$ cat src/rtl/mul8_loop_ctrl.sv
// ============================================================================
// Module   : mul8_loop_ctrl
// Brief    : Issue/collect controller for the mul8_loop sequential multiplier.
//            Operand-pair FIFO, start/busy sequencing, result hold, timeout.
// Revision : 1.0 - initial release
// ============================================================================
`default_nettype none
`timescale 1ns/1ps

module mul8_loop_ctrl #(
    parameter int DW         = 8,
    parameter int FIFO_DEPTH = 4,
    parameter int TIMEOUT    = 15
) (
    input  logic                          clk,
    input  logic                          rst,
    input  logic                          in_valid,
    output logic                          in_ready,
    input  logic [DW-1:0]                 in_a,
    input  logic [DW-1:0]                 in_b,
    output logic                          mul_start,
    output logic [DW-1:0]                 mul_a,
    output logic [DW-1:0]                 mul_b,
    input  logic                          mul_busy,
    input  logic [DW-1:0]                 mul_p,
    output logic                          out_valid,
    input  logic                          out_ready,
    output logic [DW-1:0]                 out_p,
    output logic [$clog2(FIFO_DEPTH):0]   fifo_level,
    output logic                          err_timeout
);

    localparam int c_AW      = $clog2(FIFO_DEPTH);
    localparam int c_LW      = c_AW + 1;
    localparam int c_CW      = $clog2(TIMEOUT + 1);
    localparam int c_STATE_W = 2;

    typedef enum logic [c_STATE_W-1:0] {
        S_IDLE  = 2'd0,
        S_ISSUE = 2'd1,
        S_WAIT  = 2'd2,
        S_HOLD  = 2'd3
    } state_t;

    state_t              r_state_q,     w_state_d;
    logic [c_AW-1:0]     r_wr_ptr_q,    w_wr_ptr_d;
    logic [c_AW-1:0]     r_rd_ptr_q,    w_rd_ptr_d;
    logic [c_LW-1:0]     r_level_q,     w_level_d;
    logic [DW-1:0]       r_mul_a_q,     w_mul_a_d;
    logic [DW-1:0]       r_mul_b_q,     w_mul_b_d;
    logic                r_out_valid_q, w_out_valid_d;
    logic [DW-1:0]       r_out_p_q,     w_out_p_d;
    logic                r_err_q,       w_err_d;
    logic [c_CW-1:0]     r_wait_cnt_q,  w_wait_cnt_d;

    logic [DW-1:0]       r_fifo_a_q [FIFO_DEPTH];
    logic [DW-1:0]       r_fifo_b_q [FIFO_DEPTH];

    logic                w_full;
    logic                w_push;
    logic                w_pop;

    // in_ready looks only at the registered level, so a same-cycle pop
    // never opens the input port early.
    assign w_full      = (r_level_q == c_LW'(FIFO_DEPTH));
    assign w_push      = in_valid & ~w_full;

    assign in_ready    = ~w_full;
    assign mul_start   = (r_state_q == S_ISSUE);
    assign mul_a       = r_mul_a_q;
    assign mul_b       = r_mul_b_q;
    assign out_valid   = r_out_valid_q;
    assign out_p       = r_out_p_q;
    assign fifo_level  = r_level_q;
    assign err_timeout = r_err_q;

    always_ff @(posedge clk) begin
        if (w_push) begin
            r_fifo_a_q[r_wr_ptr_q] <= in_a;
            r_fifo_b_q[r_wr_ptr_q] <= in_b;
        end
    end

    always_comb begin
        w_state_d     = r_state_q;
        w_mul_a_d     = r_mul_a_q;
        w_mul_b_d     = r_mul_b_q;
        w_out_valid_d = r_out_valid_q;
        w_out_p_d     = r_out_p_q;
        w_err_d       = r_err_q;
        w_wait_cnt_d  = r_wait_cnt_q;
        w_pop         = 1'b0;
        case (r_state_q)
            S_IDLE: begin
                if (r_level_q != '0) begin
                    w_mul_a_d = r_fifo_a_q[r_rd_ptr_q];
                    w_mul_b_d = r_fifo_b_q[r_rd_ptr_q];
                    w_pop     = 1'b1;
                    w_state_d = S_ISSUE;
                end
            end
            S_ISSUE: begin
                w_wait_cnt_d = '0;
                w_state_d    = S_WAIT;
            end
            S_WAIT: begin
                w_wait_cnt_d = r_wait_cnt_q + c_CW'(1);
                // Completion wins over a timeout detected in the same cycle.
                if (!mul_busy) begin
                    w_out_p_d     = mul_p;
                    w_out_valid_d = 1'b1;
                    w_state_d     = S_HOLD;
                end else if (r_wait_cnt_q == c_CW'(TIMEOUT - 1)) begin
                    w_err_d   = 1'b1;
                    w_state_d = S_IDLE;
                end
            end
            S_HOLD: begin
                if (out_ready) begin
                    w_out_valid_d = 1'b0;
                    w_state_d     = S_IDLE;
                end
            end
            default: w_state_d = S_IDLE;
        endcase
    end

    always_comb begin
        w_wr_ptr_d = r_wr_ptr_q;
        w_rd_ptr_d = r_rd_ptr_q;
        w_level_d  = r_level_q;
        if (w_push) begin
            w_wr_ptr_d = r_wr_ptr_q + c_AW'(1);
        end
        if (w_pop) begin
            w_rd_ptr_d = r_rd_ptr_q + c_AW'(1);
        end
        case ({w_push, w_pop})
            2'b10:   w_level_d = r_level_q + c_LW'(1);
            2'b01:   w_level_d = r_level_q - c_LW'(1);
            default: w_level_d = r_level_q;
        endcase
    end

    always_ff @(posedge clk) begin
        if (rst) begin
            r_state_q     <= S_IDLE;
            r_wr_ptr_q    <= '0;
            r_rd_ptr_q    <= '0;
            r_level_q     <= '0;
            r_mul_a_q     <= '0;
            r_mul_b_q     <= '0;
            r_out_valid_q <= 1'b0;
            r_out_p_q     <= '0;
            r_err_q       <= 1'b0;
            r_wait_cnt_q  <= '0;
        end else begin
            r_state_q     <= w_state_d;
            r_wr_ptr_q    <= w_wr_ptr_d;
            r_rd_ptr_q    <= w_rd_ptr_d;
            r_level_q     <= w_level_d;
            r_mul_a_q     <= w_mul_a_d;
            r_mul_b_q     <= w_mul_b_d;
            r_out_valid_q <= w_out_valid_d;
            r_out_p_q     <= w_out_p_d;
            r_err_q       <= w_err_d;
            r_wait_cnt_q  <= w_wait_cnt_d;
        end
    end

endmodule

`default_nettype wire

$ cat config.mk
export PLATFORM = sky130hd
export DESIGN_NAME = mul8_loop_ctrl
export DESIGN_NICKNAME = d
export VERILOG_FILES = /design/src/rtl/mul8_loop_ctrl.sv
export SDC_FILE = /design/constraint.sdc
export NUM_CORES = 1
export LEC_CHECK = 0
export ABC_AREA = 1
export CAP_MARGIN = 0
export CORE_UTILIZATION = 49
export DETAILED_ROUTE_END_ITERATION = 10
export PLACE_DENSITY = 0.76
export SLEW_MARGIN = 20
export SYNTH_ARGS = -nofsm -noshare
export SYNTH_HDL_FRONTEND = slang
export SYNTH_SLANG_ARGS = --single-unit
$ cat constraint.sdc
create_clock -name clk -period 2.16 [get_ports clk]
set_input_delay 0.432 -clock clk [delete_from_list [all_inputs] [get_ports clk]]
set_output_delay 0.432 -clock clk [all_outputs]
set_load 0.005 [all_outputs]
# --- Word-level counts from Yosys, hierarchy flattened ---
# Memory sizes are Yosys's and may differ from the RTL's. A register that Yosys moved wholly into a read port is not among the register bits.
# Cells that the tools add are included.
word_totals:
  regBits: 23
  ram_bits: 64
  input_bits: 29
  out_inout_bits: 31
  wordCells: 53
  n_memories: 2
classes:
  add_sub_neg: 5
  n_eq_ne: 11
  n_mux: 14
  n_bitwise: 3
  reduce_logical: 10
mem_list:
  columns: ["memory", "depth", "word_bits", "rd", "rd_ports_with_merged_regs", "wr", "line_no", "text"]
  rows:
  - ["r_fifo_a_q", 4, 8, 1, 1, 1, "56", "logic [DW-1:0] r_fifo_a_q [FIFO_DEPTH];"]
  - ["r_fifo_b_q", 4, 8, 1, 1, 1, "57", "logic [DW-1:0] r_fifo_b_q [FIFO_DEPTH];"]
op_table:
  columns: ["op", "count"]
  rows:
  - ["AND reduction 3 bit", 3]
  - ["two-way mux 2 bit", 4]
  - ["case mux 2 bit (4 select lines)", 1]
  - ["case mux 4 bit (2 select lines)", 1]
  - ["== test 2 bit (second input constant)", 3]
  - ["two-way mux 1 bit", 6]
  - ["inequality test 2 bit (second input constant)", 3]
  - ["case mux 3 bit (2 select lines)", 1]
  - ["nonzero test 2 bit", 3]
  - ["adder 2 x 1 -> 2 bit (second input constant)", 2]
  - ["adder 4 x 1 -> 4 bit (second input constant)", 1]
  - ["== test 2 x 1 -> 1 bit (second input constant)", 2]
  - ["== test 4 bit (second input constant)", 1]
  - ["AND reduction 2 bit", 2]
  - ["adder 3 x 1 -> 3 bit (second input constant)", 1]
  - ["== test 3 bit (second input constant)", 1]
  - ["inequality test 3 bit (second input constant)", 1]
  - ["nonzero test 3 bit", 1]
  - ["subtractor 3 x 1 -> 3 bit (second input constant)", 1]
  - ["logical NOT 2 bit", 1]
  - ["NOT 1 bit", 2]
  - ["case mux 1 bit (2 select lines)", 1]
  - ["AND 1 bit", 1]

# --- Depth between registers and ports, before layout ---
depth:
  word_depth: 5
  ltp_mapped: 12

# --- Worst setup path before layout ---
# No wires, ideal clock.
synth_timing:
  path_kind: "register to register"
  startpoint: "register r_state_q[1]"
  endpoint: "register r_level_q[2] (netlist: fifo_level[2])"
  setup_time_ns: 0.113
  arrival_time_ns: 1.914
  path_slack_ns: 0.134
  stages_incl_launch_ff: 12
  n_path_buf: 1
  period_less_slack_ns: 2.026
  cell_sequence: "dfxtp_1 inv_1 ha_1 nand2_8 inv_8 buf_12 ha_1 fa_1 o21ai_0 a21oi_1 nor2_1 nor2_1"
synth_via:
  elab_chain_len: 4
  word_cells_on_any_way: 6
synth_lines:
  columns: ["element", "line_no", "text"]
  rows:
  - ["start, declared", "45", "state_t r_state_q, w_state_d;"]
  - ["start signal, assigned", "158", "r_state_q <= w_state_d;"]
  - ["logical NOT 2 bit *", "93", "case (r_state_q)"]
  - ["two-way mux 1 bit *", "93", null]
  - ["via w_pop", "61", "logic w_pop;"]
  - ["== test 2 x 1 -> 1 bit / == test 2 bit (equally long branches)", "138", "case ({w_push, w_pop})"]
  - ["case mux 3 bit (2 select lines) / nonzero test 2 bit (equally long branches)", null, null]
  - ["end signal, assigned", "161", "r_level_q <= w_level_d;"]
  - ["end, declared", "48", "logic [c_LW-1:0] r_level_q, w_level_d;"]
# The timed path passes the listed nets; every way through them passes the cells marked *.
# A chain may end at the register's enable or synchronous reset.

# --- Worst setup path in the final report ---
layout_timing:
  startpoint: "register r_state_q[1]"
  endpoint: "register r_level_q[2] (netlist: fifo_level[2])"
layout_via:
  elab_chain_len: 4
  word_cells_on_any_way: 6
layout_lines:
  columns: ["element", "line_no"]
  rows:
  - ["logical NOT 2 bit *", "93"]
  - ["two-way mux 1 bit *", "93"]
  - ["== test 2 x 1 -> 1 bit / == test 2 bit (equally long branches)", "138"]
  - ["case mux 3 bit (2 select lines) / nonzero test 2 bit (equally long branches)", null]
# Mark *: on every way between the ends. The rest lies on a longest branch, timed or not.

==> out/metrics.yaml <==
crit_start: "r_state_q[1]"
ys_seq_area_share_pct: 64.0
synthTopCellsByCount: "nor2_1 (136), edfxtp_1 (64), dfxtp_1 (39)"
vias: 2949
wl_per_cell_um: 13.9
powerDensity_nw_per_um2: 1140
ys_warn_count: 0
period_share_pct: 94.7
dieArea_um2: 8990
cts_buffers: 9
dp_slack_ns: 0.0382
diodes: 0
setup_slack_ns: 0.114
ios: 60
yosysMostFrequentCell: "nor2_1"
setup_viol: 0
die_x_um: 94.8
viasPerCell: 5.06
grt_pass1_vias: 2935
layout-drive-gt1-share_pct: 8.37
die_y_um: 94.8
first_pass_iters: 4
place.gp.congestion: 0.723
synth_area_um2: 4220
crit_required_ns: 2.45
grt_max_degree: 35
synth_ff_type: "edfxtp_1"
clkSinkCount: 103
synth_edf_count: 64
htree_levels: 3
drv_slew: 0
syn_to_final_growth_pct: 20.7
ys_types: 28
syn_nets: 450
drt_iter0_markers: 138
worstMarginPinSlew_ns: 0.436
vdd_ir_drop_max_mv: 0.559
cts_setup_buffers: 0
post-route-drc-count: 0
status: "completed"
ys_ff_latch: 103
hpwl_um: 5530
grt.total_usage_pct: 19.7
place_area_um2: 4930
totalWireLength_um: 8130
yosys.area.top_type: "edfxtp_1"
start_util_pct: 51.1
period_needed_ns: 2.05
cp-start-kind: "flop"
cts_resized: 0
cp_data_arrival_time_ns: 2.34
rsz0062_at_grt: "no"
cts_tree: "yes"
core_um2: 8260
nets: 515
setup.worst_path.class: "reg2reg"
hold_ws_ns: 0.497
ant_nets: 0
p_leak_uw: 0.00193
fin_util_pct: 61.7
r2r_start: "r_state_q[1]"
hold_class: "reg2reg"
rows: 33
fmax_ghz: 0.489
ctsLongestPathBuffers: 2
cts_hold_buf: 0
register_area_um2: 2700
async_flop_share_pct: 0
final-hold-violation-count: 0
syn-instance-count: 408
crit_path_end_kind: "flop"
fin_skew_ns: 0.0114
worstSkewPairLatency_ns: 0.36
min_from: "err_timeout"
grt_antenna_before_repair: 0
critPathMaxFanout: 18
fill_cells: 671
tns_ns: 0
grt_pass1_wl_um: 13500
multi_input_area_um2: 1290
synthTopCellsByArea: "edfxtp_1 (46%), dfxtp_1 (18%), nor2_1 (12%)"
synth_top_area_share_pct: 45.5
numPortBuffers: 59
grt_overflow_total: 0
clk_pin_slew_ns: 0.10
cap_violations: 0
slew_headroom_pct: 70.9
avgSynthCellArea_um2: 10.4
finalInstanceArea_um2: 5100
cts_root_buffer: "clkbuf_8"
per-layer routing:
layer | share of wire, % | global-route usage [%]
met5 | 0 | 0
met1 | 42 | 23.9
met3 | 5.6 | 4.03
met2 | 51 | 34.5
met4 | 0.89 | 6.82
state kept, by name, indices dropped and copies added (netlist names), 3 cells and up:
name and cells:
fifo_level 3, mul_a 8, mul_b 8, out_p 8, r_fifo_a_q 32, r_fifo_b_q 32, r_wait_cnt_q 4
cell type report:
type,instances,share of cell area (%)
Clock inverter,5,0.687
Multi-Input combinational cell,268,25.4
Clock buffer,11,2.58
Tap cell,105,2.58
Inverter,21,1.79
Sequential cell,103,53.0
Timing Repair Buffer,70,13.9
worst max-delay path, cell delays in order, from the launching register on:
cell,delay [ns]
dfxtp_1,0.41
inv_1,0.12
ha_2,0.23
nand2_8,0.09
inv_8,0.07
ha_1,0.22
fa_1,0.39
o21ai_0,0.17
a21oi_1,0.08
nand2_1,0.07
nand2_1,0.04
nor2_1,0.08
final timing paths:
path | slack [ns] | cells past startpoint | end
min | 0.50 | 2 | err_timeout
max reg2reg | 0.11 | 11 | fifo_level[2]
max | 0.11 | 11 | fifo_level[2]
min reg2reg | 0.50 | 2 | err_timeout
through the flow:
stage / instances / total power, uW
floorplan: 408 / 4130
global placement: 567 / 4730
detailed placement: 567 / 4820
CTS: 583 / 5860
global route: 583 / 6230
finish: 583 / 5810
where the power goes:
group / leakage, uW / switching (uW) / internal (uW)
combinational: 0.000938 / 1260 / 898
sequential: 0.000907 / 181 / 2420
clock: 0.0000837 / 622 / 423
total: 0.00193 / 2060 / 3740
logic make-up after synthesis:
family	share of synthesized area (%)
AND/OR/NAND/NOR	17.2
flip-flops	64.0
AO/OA/AOI/OAI	8.98
buffers and inverters	5.39
adder cells (fa/ha/maj)	4.03
XOR/XNOR	0.415
placed cells by master (no fill, tap or decap), types with 2 or more instances in the layout:
cell type and n:
nor2_1 136, edfxtp_1 64, clkdlybuf4s50_1 59, dfxtp_1 39, o21ai_0 35, nand2_1 34, o21ai_1 27, inv_1 15
ha_1 11, clkbuf_8 9, buf_4 8, a21oi_1 7, inv_2 3, o21ai_2 3, nand3_1 3, buf_12 3
nor2_4 2, inv_4 2, xor2_1 2, clkbuf_1 2, clkinv_2 2
Note: power is estimated with default switching activity, not from simulation.
